===== config.mk =====
export PLATFORM = sky130hd
export DESIGN_NAME = sub_pipe
export DESIGN_NICKNAME = d
export VERILOG_FILES = /design/src/rtl/sub_pipe.sv
export SDC_FILE = /design/constraint.sdc
export NUM_CORES = 1
export LEC_CHECK = 0
export ABC_AREA = 1
export ABC_CLOCK_PERIOD_IN_PS = 3400
export CAP_MARGIN = 20
export CORE_MARGIN = 2
export CORE_UTILIZATION = 33
export CTS_CLUSTER_SIZE = 8
export DETAILED_ROUTE_END_ITERATION = 6
export GPL_TIMING_DRIVEN = 0
export HOLD_SLACK_MARGIN = 0.12
export SYNTH_ARGS = -nofsm -noshare
export SYNTH_HDL_FRONTEND = slang
export SYNTH_SLANG_ARGS = --single-unit

===== constraint.sdc =====
create_clock -name clk_i -period 3.4 [get_ports clk_i]
set_clock_uncertainty 0.2 [all_clocks]
set_input_delay 0.51 -clock clk_i [delete_from_list [all_inputs] [get_ports clk_i]]
set_output_delay 0.51 -clock clk_i [all_outputs]
set_load 0.01 [all_outputs]

===== src/rtl/sub_pipe.sv =====
// Two-stage pipelined WIDTH-bit subtractor with magnitude / wrap / unsigned-saturate /
// signed-saturate result modes, status flags and a valid/ready handshake on both sides.
module sub_pipe #(
    parameter int WIDTH = 8
) (
    input  logic             clk_i,
    input  logic             rst_i,
    input  logic             in_valid_i,
    output logic             in_ready_o,
    input  logic [WIDTH-1:0] a_i,
    input  logic [WIDTH-1:0] b_i,
    input  logic [1:0]       mode_i,
    output logic             out_valid_o,
    input  logic             out_ready_i,
    output logic [WIDTH-1:0] diff_o,
    output logic             neg_o,
    output logic             ovf_o,
    output logic             zero_o
);

    typedef enum logic [1:0] {
        MODE_MAG  = 2'b00,
        MODE_WRAP = 2'b01,
        MODE_USAT = 2'b10,
        MODE_SSAT = 2'b11
    } mode_e;

    localparam logic [WIDTH-1:0] SMIN = {1'b1, {(WIDTH-1){1'b0}}};
    localparam logic [WIDTH-1:0] SMAX = {1'b0, {(WIDTH-1){1'b1}}};

    logic             s1_valid_q;
    logic [WIDTH:0]   s1_sum_q, s1_sum_d;
    logic             s1_sovf_q, s1_sovf_d;
    mode_e            s1_mode_q;

    logic             s2_valid_q;
    logic [WIDTH-1:0] diff_q, diff_d;
    logic             neg_q, neg_d;
    logic             ovf_q, ovf_d;
    logic             zero_q, zero_d;

    logic             s1_adv, s2_adv, accept;
    logic [WIDTH-1:0] res;
    logic             borrow;

    assign s2_adv     = !s2_valid_q || out_ready_i;
    assign s1_adv     = !s1_valid_q || s2_adv;
    assign in_ready_o = s1_adv && !rst_i;
    assign accept     = in_valid_i && in_ready_o;

    // Carry out of a + ~b + 1 is the no-borrow indication.
    assign s1_sum_d  = {1'b0, a_i} + {1'b0, ~b_i} + {{WIDTH{1'b0}}, 1'b1};
    assign s1_sovf_d = (a_i[WIDTH-1] != b_i[WIDTH-1]) && (s1_sum_d[WIDTH-1] != a_i[WIDTH-1]);

    always_ff @(posedge clk_i) begin
        if (rst_i) begin
            s1_valid_q <= 1'b0;
            s1_sum_q   <= '0;
            s1_sovf_q  <= 1'b0;
            s1_mode_q  <= MODE_MAG;
        end else if (s1_adv) begin
            s1_valid_q <= accept;
            if (accept) begin
                s1_sum_q  <= s1_sum_d;
                s1_sovf_q <= s1_sovf_d;
                s1_mode_q <= mode_e'(mode_i);
            end
        end
    end

    always_comb begin
        res    = s1_sum_q[WIDTH-1:0];
        borrow = !s1_sum_q[WIDTH];
        diff_d = res;
        neg_d  = borrow;
        ovf_d  = 1'b0;
        case (s1_mode_q)
            MODE_MAG:  if (borrow) diff_d = -res;
            MODE_WRAP: diff_d = res;
            MODE_USAT: begin
                if (borrow) begin
                    diff_d = '0;
                    ovf_d  = 1'b1;
                end
            end
            MODE_SSAT: begin
                // True sign of the infinite-precision result.
                neg_d = res[WIDTH-1] ^ s1_sovf_q;
                ovf_d = s1_sovf_q;
                if (s1_sovf_q) diff_d = neg_d ? SMIN : SMAX;
            end
            default: diff_d = res;
        endcase
        zero_d = (diff_d == '0);
    end

    always_ff @(posedge clk_i) begin
        if (rst_i) begin
            s2_valid_q <= 1'b0;
            diff_q     <= '0;
            neg_q      <= 1'b0;
            ovf_q      <= 1'b0;
            zero_q     <= 1'b0;
        end else if (s2_adv) begin
            s2_valid_q <= s1_valid_q;
            if (s1_valid_q) begin
                diff_q <= diff_d;
                neg_q  <= neg_d;
                ovf_q  <= ovf_d;
                zero_q <= zero_d;
            end
        end
    end

    assign out_valid_o = s2_valid_q;
    assign diff_o      = diff_q;
    assign neg_o       = neg_q;
    assign ovf_o       = ovf_q;
    assign zero_o      = zero_q;

endmodule


==> results.env, run 1 <==
CTS_INSERTED_BUFFERS=3
AVGSYNTHCELLAREA_SQ_UM=6.517
FINAL.PERIOD_UTILIZATION_PCT=74.79
FILLERS=559
CORE_AREA_SQ_UM=5075
OUTCOME='finished clean'
MAXCAPVIOLATIONS=0
FMAX_MHz=393.2
DP.FINAL_HPWL_MM=3.085
FINAL_PERIOD_MINUS_WORST_SETUP_SLACK_PS=2543
PLACED_CELL_AREA_SQ_UM=2148
IOPINCOUNT=35
WHS_PS=278.2
NUM_ROWS=26
PLACEMENT.IO_BUFFERS=34
CTS_BUFFER_DEPTH=2
INTERNAL_POWER_W=0.0005178
CTS-RESIZED-GATES=0
POWER_DENSITY_CELLS_nW_PER_UM2=356.0
CRITICAL_PATH_CLASS='in -> out'
GRT_ANTENNA_BEFORE_REPAIR=0
WORST_PATH_MOST_REPEATED_CELL='sky130_fd_sc_hd__inv_1'
DETAILEDROUTE.FIRSTPASSITERATIONCOUNT=4
CRITICAL_PATH.ENDPOINT_TYPE='output pin'
CRIT_ARRIVAL_PS=1830
FINALWIRELENGTH_MM=3.836
POST_SYNTH_INSTANCE_AREA_SQ_UM=1720
POWER.NET_SWITCHING_W=0.0002636
CLKSLEWWORSTSETUPHOLDPATHS_PS=90
POST_SYNTH_INST_COUNT=264
CRIT_PATH_TOP_DELAY_CELL='sky130_fd_sc_hd__clkdlybuf4s50_1'
CRITICAL_PATH_PEAK_FANOUT=3
CRIT_CHAIN='clkdlybuf4s50_1, inv_1, nand2_1, nor2_1, inv_1, nand2_1, inv_1, clkdlybuf4s50_1'
MAX-SLEW-MARGIN-REL_PCT=64.17
CTS.SINKS=25
FINALNETCOUNT=335
NUMBER_OF_ANTENNA_REPAIR_DIODES=0
FIRST_ITER_VIOLATIONS=70
HTREEDEPTH=1
FINALCOREUTILIZATION_PCT=43.24
VDD.IR_DROP.WORST_mV=0.2023
SYNTH_CELL_TYPE_COUNT=33
YOSYS.AREA.TOP_TYPE_SHARE_PCT=29.09
STDCELL_AREA_SQ_UM=2195
CTS.HOLD.BUFFERS_ADDED=0
DIE_AREA_SQ_UM=5807
GLOBALPLACE.CONGESTION=0.8618
P_LEAK_nW=1.045
RSZ0062_AT_GRT='false'
SETUP_TNS_PS=0
POSTSYNTHREGISTERBITS=25
PREDOMINANT_POST_SYNTHESIS_FLOP_CELL='sky130_fd_sc_hd__dfxtp_1'
MAX_SLEW.WORST_PIN.SLEW_PS=537.5
SYNTH_MOST_COMMON_CELL='sky130_fd_sc_hd__nand2_1'
POSTSYNTHNETCOUNT=296
CRITICAL_PATH.MAX_STAGE_DELAY_PS=520
FLOORPLAN.INITIALDENSITY_PCT=33.90
WIRE_PER_INST_UM=10.31
DETAIL_ROUTE.VIAS_PER_CELL=4.610
AREA.GROWTH.SYNTH_TO_FINAL_PCT=27.56
GRT_PASS1_VIAS=1528
POWER_FRAC_SEQ_PCT=43.7
DETAIL-ROUTE-ANTENNA-NETS=0
SETUP_BUFS_POST_CTS=0
NUM_VIAS=1715
CLOCK_TREE_FROM_TRITONCTS='built'
HOLD_PATH_CLASS='reg -> reg'
FINAL_TOTAL_POWER_W=0.0007814
PWR-SHARE-COMB_PCT=33.6
POST-SYNTH-TOP-AREA-CELL='sky130_fd_sc_hd__dfxtp_1'
TIMING_HOLD_VIOLATIONS_FINAL=0
GRT_OVERFLOW_TOTAL=0
CTS_ROOT_BUFFER_TYPE='sky130_fd_sc_hd__clkbuf_8'
POWER.SHARE.SWITCHING_PCT=33.73
FIRST_PASS_GRT_WIRE_LENGTH_MM=6.962
DIE_WD_UM=76.21
SETUP.WORST_PATH.START_CLASS='input port'
POST-ROUTE-DRC-COUNT=0
GRT_START_MAX_NET_PINS=15
SETUP_VIOL=0
POWER_FRAC_CLOCK_PCT=22.7
INSERTION_DELAY_PS=270
GRT_UTIL_ALL_LAYERS_PCT=14.21
YOSYSWARNINGS=0
SYNTHTOPCELLSBYCOUNT='sky130_fd_sc_hd__nand2_1, sky130_fd_sc_hd__inv_1, sky130_fd_sc_hd__nor2_1, sky130_fd_sc_hd__o21ai_0, sky130_fd_sc_hd__dfxtp_1'
FINAL_LAYOUT_SIZE_SUFFIX_GT1_SHARE_PCT=8.278
REQUIRED_TIME_OF_THE_WORST_SETUP_PATH_PS=2690
POST_SYNTH_EDFFS=0
DIE_Y_UM=76.21
SYNTH-SEQ-AREA-SHARE_PCT=29.09
FINAL-MAX-SLEW-VIOLATION-COUNT=0
SYNTH.TOP_CELLS.BY_AREA='sky130_fd_sc_hd__dfxtp_1, sky130_fd_sc_hd__nand2_1, sky130_fd_sc_hd__inv_1'
ASYNC_S_R_FF_SHARE_SYNTH_PCT=0
[power by group through the flow]
stage / Sequential (W) / Combinational, W / Clock [W]
final: 0.000342 / 0.000262 / 0.000177
after global routing: 0.000346 / 0.000302 / 0.000204
after CTS: 0.000341 / 0.000265 / 0.000185
after detailed placement: 0.000348 / 0.000264 / 0
after global placement: 0.000348 / 0.000262 / 0
after floorplan: 0.000347 / 0.000174 / 0
[critical path, delay by kind of cell]
family	cells	cell delay, ps
and+or+nand+nor	3	200
buffers and inverters	5	1120
[cells by family after synthesis]
logic type	Yosys count	synth area share (%)
and+or+nand+nor	115	29.38
AOI/OAI and AO/OA	61	20.51
adders and majority gates	10	7.709
DFF	25	29.09
buffers and inverters	51	12.29
xor gates and xnor gates	2	1.018
[area by class of cell]
| cell class | instances | area (sq um) | area share, % |
|---|---|---|---|
| Clock inverter | 1 | 5.005 | 0.2281 |
| Timing Repair Buffer | 34 | 340.3 | 15.51 |
| Inverter | 44 | 166.4 | 7.583 |
| Buffer | 7 | 45.04 | 2.052 |
| Sequential cell | 25 | 500.5 | 22.81 |
| Multi-Input combinational cell | 188 | 1008 | 45.95 |
| Tap cell | 70 | 87.58 | 3.991 |
| Clock buffer | 3 | 41.29 | 1.881 |
[per-layer routing]
metal	wire [um]	track usage, %	vias up
met5	0	0	-
met4	16	1.636	0
met3	149	2.844	2
met2	1728	23.81	29
met1	1942	19.50	751
li1	-	-	933
[cell usage in the layout, fill, tap and decap left out, types with 5 or more instances in the layout]
cell type	n
sky130_fd_sc_hd__clkdlybuf4s50_1	34
sky130_fd_sc_hd__o211ai_1	5
sky130_fd_sc_hd__nor2_1	26
sky130_fd_sc_hd__a21oi_1	18
sky130_fd_sc_hd__nand2_1	57
sky130_fd_sc_hd__nand3_1	17
sky130_fd_sc_hd__inv_1	40
sky130_fd_sc_hd__dfxtp_1	25
sky130_fd_sc_hd__ha_1	9
sky130_fd_sc_hd__o21ai_0	26
[through the flow]
stage                     cells  setup slack (ps)
final                       372             857.0
after CTS                   372             846.1
after detailed placement    368             666.0
after floorplan             264              1286
after global routing        372             752.0
after global placement      368             675.9
[final timing paths]
path	from	endpoint	slack (ps)	cells after the start
max	out_ready_i	in_ready_o	860	8
max reg2reg	s1_sum_q[1]$_SDFFE_PP0P_	zero_o$_SDFFE_PP0P_	1650	9
min reg2reg	s1_valid_q$_SDFFE_PP0N_	out_valid_o$_SDFFE_PP0P_	280	2
min	s1_valid_q$_SDFFE_PP0N_	out_valid_o$_SDFFE_PP0P_	280	2
[sequential cells by signal (all words and copies together) (netlist names)]
| name | flops |
|---|---|
| diff_o | 8 |
| neg_o | 1 |
| out_valid_o | 1 |
| ovf_o | 1 |
| s1_mode_q | 2 |
| s1_sovf_q | 1 |
| s1_sum_q | 9 |
| s1_valid_q | 1 |
| zero_o | 1 |
Note: power is estimated with default switching activity, not from simulation.
==> run 2: changes to the inputs <==
ABC_CLOCK_PERIOD_IN_PS = 2200   (was 3400)
clock period = 2.2 ns   (was 3.4 ns; I/O delays follow)
==> results.env, run 2 (synthesis gave the netlist of run 1 again) <==
FINAL_STD_CELLS_W_O_FILL=374  # was 372
CLKSLEWWORSTSETUPHOLDPATHS_PS=90  # about the same
FINAL.PERIOD_UTILIZATION_PCT=91.81
FILLERS=554  # was 559
CTS.SINKS=25  # unchanged
GRT_START_MAX_NET_PINS=15  # unchanged
INSERTION_DELAY_PS=270  # about the same
DETAIL-ROUTE-ANTENNA-NETS=0  # unchanged
CORE_AREA_SQ_UM=5075  # unchanged
CRITICAL_PATH_CLASS='in -> reg'  # was in -> out
VDD.IR_DROP.WORST_mV=0.3131  # was 0.2023 mV
FLOORPLAN.INITIALDENSITY_PCT=33.90  # unchanged
GLOBALPLACE.CONGESTION=0.8618  # unchanged
GRT_UTIL_ALL_LAYERS_PCT=14.21  # unchanged
WIRE_PER_INST_UM=10.37  # was 10.31 um
MAX_FLOP_REGISTER='s1_sum_q'  # unchanged
FMAX_MHz=495.1
FINAL_PERIOD_MINUS_WORST_SETUP_SLACK_PS=2020
DIE_WD_UM=76.21  # unchanged
TIMING.CRITICAL_PATH.BUF_INV=2  # was 5
CRITPATHTOPFAMILY='compound AO/OA/AOI/OAI gates'  # was buffers and inverters
MAX_SLEW.WORST_PIN.SLEW_PS=538.6  # was 537.5 ps
DETAIL_ROUTE.VIAS_PER_CELL=4.626  # was 4.610
FINALWIRELENGTH_MM=3.880  # was 3.836 mm
PLACEMENT.IO_BUFFERS=34  # unchanged
LARGEST_REGISTER_FFS=9  # unchanged
SETUP.WORST_PATH.START_CLASS='input port'  # unchanged
CRIT_PATH_TOP_DELAY_CELL='sky130_fd_sc_hd__clkdlybuf4s50_1'  # unchanged
FINALNETCOUNT=337  # was 335
GRT_OVERFLOW_TOTAL=0  # unchanged
DIE_Y_UM=76.21  # unchanged
LAYOUT_COMMONEST_CELL='sky130_fd_sc_hd__nand2_1'  # unchanged
SETUP_VIOL=0  # unchanged
P_LEAK_nW=1.090  # was 1.045 nW
NUMBER_OF_ANTENNA_REPAIR_DIODES=0  # unchanged
REQUIRED_TIME_OF_THE_WORST_SETUP_PATH_PS=2200  # was 2690 ps
MAXCAPVIOLATIONS=0  # unchanged
DP.FINAL_HPWL_MM=3.085  # unchanged
IOPINCOUNT=35  # unchanged
FIRST_ITER_VIOLATIONS=58  # was 70
OUTCOME='finished clean'  # unchanged
CRITICAL_PATH.ENDPOINT_TYPE='register'  # was output pin
CRIT_CHAIN='clkdlybuf4s50_1, inv_1, ha_1, a21oi_1, nor2_1, a211oi_2, nand2_1, nand2_1, nand3_1, a21oi_1'  # was clkdlybuf4s50_1, inv_1, nand2_1, nor2_1, inv_1, nand2_1, inv_1, clkdlybuf4s50_1
LAYOUT_COMMON_CELLS='sky130_fd_sc_hd__nand2_1, sky130_fd_sc_hd__inv_1, sky130_fd_sc_hd__clkdlybuf4s50_1'  # was sky130_fd_sc_hd__nand2_1, sky130_fd_sc_hd__inv_1, sky130_fd_sc_hd__clkdlybuf4s50_1, sky130_fd_sc_hd__nor2_1, sky130_fd_sc_hd__o21ai_0
MAX-SLEW-MARGIN-REL_PCT=64.09  # was 64.17%
CLOCK_TREE_FROM_TRITONCTS='built'  # unchanged
CRITICAL_PATH.MAX_STAGE_DELAY_PS=450  # was 520 ps
NUM_VIAS=1730  # was 1715
GRT_ANTENNA_BEFORE_REPAIR=0  # unchanged
WHS_PS=226.2  # was 278.2 ps
CTS_BUFFER_DEPTH=2  # unchanged
CTS.HOLD.BUFFERS_ADDED=0  # unchanged
PLACE_INST=368  # unchanged
DETAILEDROUTE.FIRSTPASSITERATIONCOUNT=4  # unchanged
AREA.GROWTH.SYNTH_TO_FINAL_PCT=30.04  # was 27.56%
CTS_INSERTED_BUFFERS=3  # unchanged
RSZ0062_AT_GRT='false'  # unchanged
HOLD_PATH_CLASS='in -> reg'  # was reg -> reg
NUM_ROWS=26  # unchanged
FINAL-MAX-SLEW-VIOLATION-COUNT=0  # unchanged
FINAL_LAYOUT_SIZE_SUFFIX_GT1_SHARE_PCT=10.53  # was 8.278%
CRITICAL_PATH_PEAK_FANOUT=4  # was 3
HTREEDEPTH=1  # unchanged
POWER_DENSITY_CELLS_nW_PER_UM2=544.7  # was 356.0 nW/um^2
DIE_AREA_SQ_UM=5807  # unchanged
TIMING_HOLD_VIOLATIONS_FINAL=0  # unchanged
GRT_PASS1_VIAS=1527  # was 1528
CRIT_ARRIVAL_PS=2020  # was 1830 ps
POST-ROUTE-DRC-COUNT=0  # unchanged
CTS_ROOT_BUFFER_TYPE='sky130_fd_sc_hd__clkbuf_8'  # unchanged
FIRST_PASS_GRT_WIRE_LENGTH_MM=6.962  # unchanged
## run 2: stage by stage
| step | setup WS [ps] | util [%] | TNS (ps) | total power [W] | cell area [sq um] |
|---|---|---|---|---|---|
| 2_1_floorplan | 265.8 | - | 0 | 0.0008063 | 1720 |
| 3_3_place_gp | -344.1 | 42.33 | -998.0 | 0.0009432 | 2148 |
| 3_5_place_dp | -354.0 | 42.33 | -1114 | 0.0009452 | 2148 |
| 4_1_cts | 4.932 | 43.34 | 0 | 0.001225 | 2200 |
| 5_1_grt | 37.51 | 44.08 | 0 | 0.001327 | 2237 |
| 6_report | 180.2 | 44.08 | 0 | 0.001219 | 2237 |
## run 2: path summary, 6_finish.rpt
| kind | start | end | slack [ps] | cells after the start |
|---|---|---|---|---|
| worst min-delay path | b_i[0] | s1_sum_q[0]$_SDFFE_PP0P_ | 230 | 3 |
| worst max-delay path | b_i[4] | s1_sovf_q$_SDFFE_PP0P_ | 180 | 10 |
| worst max register to register | s1_sum_q[1]$_SDFFE_PP0P_ | zero_o$_SDFFE_PP0P_ | 460 | 9 |
| worst min register to register | s1_valid_q$_SDFFE_PP0N_ | out_valid_o$_SDFFE_PP0P_ | 280 | 2 |
## run 2: per-layer routing
layer	vias to the layer above	wire length (um)	global-route usage [%]	share of wire, %
li1	937	-	-	-
met1	758	1934	19.50	50
met2	33	1758	23.81	45
met3	2	170	2.844	4.4
met4	0	16	1.636	0.41
met5	-	0	0	0
## run 2: final cells by class
type | instances | area [sq um] | area share [%]
multi-input combinational | 188 | 1026 | 45.86
tap | 70 | 87.58 | 3.915
inverter | 44 | 166.4 | 7.438
sequential | 25 | 500.5 | 22.37
clock buffer | 3 | 41.29 | 1.846
buffer | 7 | 45.04 | 2.013
timing repair buffer | 36 | 365.4 | 16.33
clock inverter | 1 | 5.005 | 0.2237
## run 2: timing repair
item	CTS	global route
resized for setup	2	9
setup endpoints to repair	1	4
pin swaps	0	8
buffers inserted	0	2
## run 2: worst reg2reg max path, delay by kind of cell, from the launching register on
kind / cells / cell delay [ps]
adder cells (fa/ha/maj): 1 / 210
AO/OA/AOI/OAI: 3 / 360
buffers and inverters: 1 / 100
flip-flops: 1 / 410
AND/OR/NAND/NOR: 4 / 420
## run 2: power breakdown
part | internal (W) | switching (W) | total [W]
clock network | 0.000127 | 0.000148 | 0.000275
registers | 0.000490 | 0.0000376 | 0.000528
logic | 0.000189 | 0.000227 | 0.000416
total | 0.000806 | 0.000413 | 0.00122
==> run 3: changes to the inputs <==
--- a/constraint.sdc
+++ b/constraint.sdc
@@ -3,3 +3,3 @@
 set_input_delay 0.33 -clock clk_i [delete_from_list [all_inputs] [get_ports clk_i]]
 set_output_delay 0.33 -clock clk_i [all_outputs]
-set_load 0.01 [all_outputs]
+set_load 0.005 [all_outputs]
==> results.env, run 3 (synthesis gave the netlist of run 1 again) <==
DETAIL_ROUTE.VIAS_PER_CELL=4.639  # was 4.626
FINALCOREUTILIZATION_PCT=44.08  # unchanged
INTERNAL_POWER_W=0.0008057  # about the same
FLOORPLAN.INITIALDENSITY_PCT=33.90  # unchanged
LAYOUT_COMMON_CELLS='sky130_fd_sc_hd__nand2_1, sky130_fd_sc_hd__inv_1, sky130_fd_sc_hd__clkdlybuf4s50_1'  # unchanged
GRT_OVERFLOW_TOTAL=0  # unchanged
SETUP_TNS_PS=0  # unchanged
CLKSLEWWORSTSETUPHOLDPATHS_PS=90  # about the same
CRITICAL_PATH_PEAK_FANOUT=3  # was 4
FIRST_PASS_GRT_WIRE_LENGTH_MM=6.962  # unchanged
FINAL-MAX-SLEW-VIOLATION-COUNT=0  # unchanged
PLACEMENT.IO_BUFFERS=34  # unchanged
CRITICAL_PATH.ENDPOINT_TYPE='output pin'  # was register
LAYOUT_COMMONEST_CELL='sky130_fd_sc_hd__nand2_1'  # unchanged
POWER.NET_SWITCHING_W=0.0004071  # was 0.0004129 W
REQUIRED_TIME_OF_THE_WORST_SETUP_PATH_PS=1670  # was 2200 ps
CTS.SINKS=25  # unchanged
DP.FINAL_HPWL_MM=3.085  # unchanged
TIMING.HOLD.WORST_PATH_DEPTH=3  # unchanged
FILLERS=557  # was 554
MAX-SLEW-MARGIN-REL_PCT=64.06  # was 64.09%
GRT_START_MAX_NET_PINS=15  # unchanged
DETAIL-ROUTE-ANTENNA-NETS=0  # unchanged
DIE_Y_UM=76.21  # unchanged
AREA.GROWTH.SYNTH_TO_FINAL_PCT=30.04  # unchanged
NUMBER_OF_ANTENNA_REPAIR_DIODES=0  # unchanged
DETAILEDROUTE.FIRSTPASSITERATIONCOUNT=4  # unchanged
WIRE_PER_INST_UM=10.40  # was 10.37 um
HOLD_PATH_CLASS='in -> reg'  # unchanged
DIE_WD_UM=76.21  # unchanged
GRT_ANTENNA_BEFORE_REPAIR=0  # unchanged
GRT_PASS1_VIAS=1527  # unchanged
P_LEAK_nW=1.081  # was 1.090 nW
NUM_VIAS=1735  # was 1730
FINAL_PERIOD_MINUS_WORST_SETUP_SLACK_PS=2131  # was 2020 ps
FINAL.PERIOD_UTILIZATION_PCT=96.85  # was 91.81%
PWR-SHARE-COMB_PCT=33.8  # was 34.1%
NUM_ROWS=26  # unchanged
CTS_ROOT_BUFFER_TYPE='sky130_fd_sc_hd__clkbuf_8'  # unchanged
POST-ROUTE-DRC-COUNT=0  # unchanged
VDD.IR_DROP.WORST_mV=0.3133  # was 0.3131 mV
MAXCAPVIOLATIONS=0  # unchanged
OUTCOME='finished clean'  # unchanged
GLOBALPLACE.CONGESTION=0.8618  # unchanged
MAX_SLEW.WORST_PIN.SLEW_PS=539.0  # was 538.6 ps
POWER_FRAC_CLOCK_PCT=22.7  # was 22.5%
CRITICAL_PATH_CLASS='in -> out'  # was in -> reg
FINAL_LAYOUT_SIZE_SUFFIX_GT1_SHARE_PCT=10.86  # was 10.53%
POWER.SHARE.SWITCHING_PCT=33.57  # was 33.89%
LARGEST_REGISTER_FFS=9  # unchanged
FINALNETCOUNT=337  # unchanged
CTS_BUFFER_DEPTH=2  # unchanged
TIMING.REG2REG.WORST_PATH_DEPTH=9  # unchanged
DIE_AREA_SQ_UM=5807  # unchanged
CLOCK_TREE_FROM_TRITONCTS='built'  # unchanged
FINALWIRELENGTH_MM=3.889  # was 3.880 mm
TIMING_HOLD_VIOLATIONS_FINAL=0  # unchanged
RSZ0062_AT_GRT='false'  # unchanged
FIRST_ITER_VIOLATIONS=58  # unchanged
MAX_FLOP_REGISTER='s1_sum_q'  # unchanged
CORE_AREA_SQ_UM=5075  # unchanged
INSERTION_DELAY_PS=270  # about the same
CRIT_ARRIVAL_PS=1600  # was 2020 ps
POWER_DENSITY_CELLS_nW_PER_UM2=542.1  # was 544.7 nW/um^2
HTREEDEPTH=1  # unchanged
GRT_UTIL_ALL_LAYERS_PCT=14.21  # unchanged
IOPINCOUNT=35  # unchanged
POWER_FRAC_SEQ_PCT=43.5  # was 43.3%
SETUP.WORST_PATH.START_CLASS='input port'  # unchanged
SETUP_VIOL=0  # unchanged
CTS_INSERTED_BUFFERS=3  # unchanged
FMAX_MHz=469.3  # was 495.1 MHz
==> run 3: cell types whose count changed in the layout (fill, tap and decap cells not counted) <==
cell and change:
sky130_fd_sc_hd__nand2_1 -1, sky130_fd_sc_hd__nand2_2 +1, sky130_fd_sc_hd__dlymetal6s2s_1 -1, sky130_fd_sc_hd__clkdlybuf4s50_1 +1
==> run 3: worst max-delay path, cell delays in order <==
cell                              delay [ps]
sky130_fd_sc_hd__clkdlybuf4s50_1         450
sky130_fd_sc_hd__inv_1                    40
sky130_fd_sc_hd__nand2_2                  60
sky130_fd_sc_hd__nor2_1                   40
sky130_fd_sc_hd__inv_1                    60
sky130_fd_sc_hd__nand2_1                  70
sky130_fd_sc_hd__inv_1                    60
sky130_fd_sc_hd__clkdlybuf4s50_1         490
==> run 3: power by group through the flow <==
stage                     clock network [W]  logic (W)  registers (W)
after global routing               0.000315   0.000471       0.000535
after CTS                          0.000286   0.000404       0.000527
after detailed placement                  0   0.000401       0.000538
final                              0.000275   0.000410       0.000528
after global placement                    0   0.000399       0.000538
after floorplan                           0   0.000269       0.000531
==> run 3: per-layer routing <==
| metal | part of all wire, % | up-vias | track usage, % |
|---|---|---|---|
| met1 | 50 | 763 | 19.50 |
| met2 | 45 | 33 | 23.81 |
| met5 | 0 | - | 0 |
| met4 | 0.41 | 0 | 1.636 |
| met3 | 4.4 | 2 | 2.844 |
| li1 | - | 937 | - |
==> run 3: stage by stage <==
stage | cells | total power [W] | cell area [sq um] | hold WS, ps | setup WS (ps)
finish | 374 | 0.001213 | 2237 | 226.1 | 69.20
global route | 374 | 0.001321 | 2237 | 239.2 | 13.22
CTS | 372 | 0.001218 | 2200 | 279.1 | 4.932
detailed placement | 368 | 0.0009385 | 2148 | 271.2 | -354.0
global placement | 368 | 0.0009364 | 2148 | 266.7 | -344.1
floorplan | 264 | 0.0007998 | 1720 | 250.6 | 265.8
==> run 3: worst paths after layout <==
path	end	start	slack, ps
max	in_ready_o	out_ready_i	70
min	s1_sum_q[0]$_SDFFE_PP0P_	b_i[0]	230
max reg2reg	zero_o$_SDFFE_PP0P_	s1_sum_q[1]$_SDFFE_PP0P_	460
min reg2reg	out_valid_o$_SDFFE_PP0P_	s1_valid_q$_SDFFE_PP0N_	280
==> run 3: final cells by class <==
class	count	area, sq um	share of cell area, %
clock buffers	3	41.29	1.846
clock inverters	1	5.005	0.2237
multi-input cells	188	1028	45.97
plain buffers	7	45.04	2.013
repair buffers	36	362.8	16.22
inverters	44	166.4	7.438
well taps	70	87.58	3.915
flip-flops and latches	25	500.5	22.37
==> run 3: timing repair <==
item,4_1_cts,5_1_grt
setup endpoints to repair,1,4
pin swaps,0,8
gates resized for setup,2,9
gates cloned,0,0
hold buffers,0,0
setup buffers,0,2
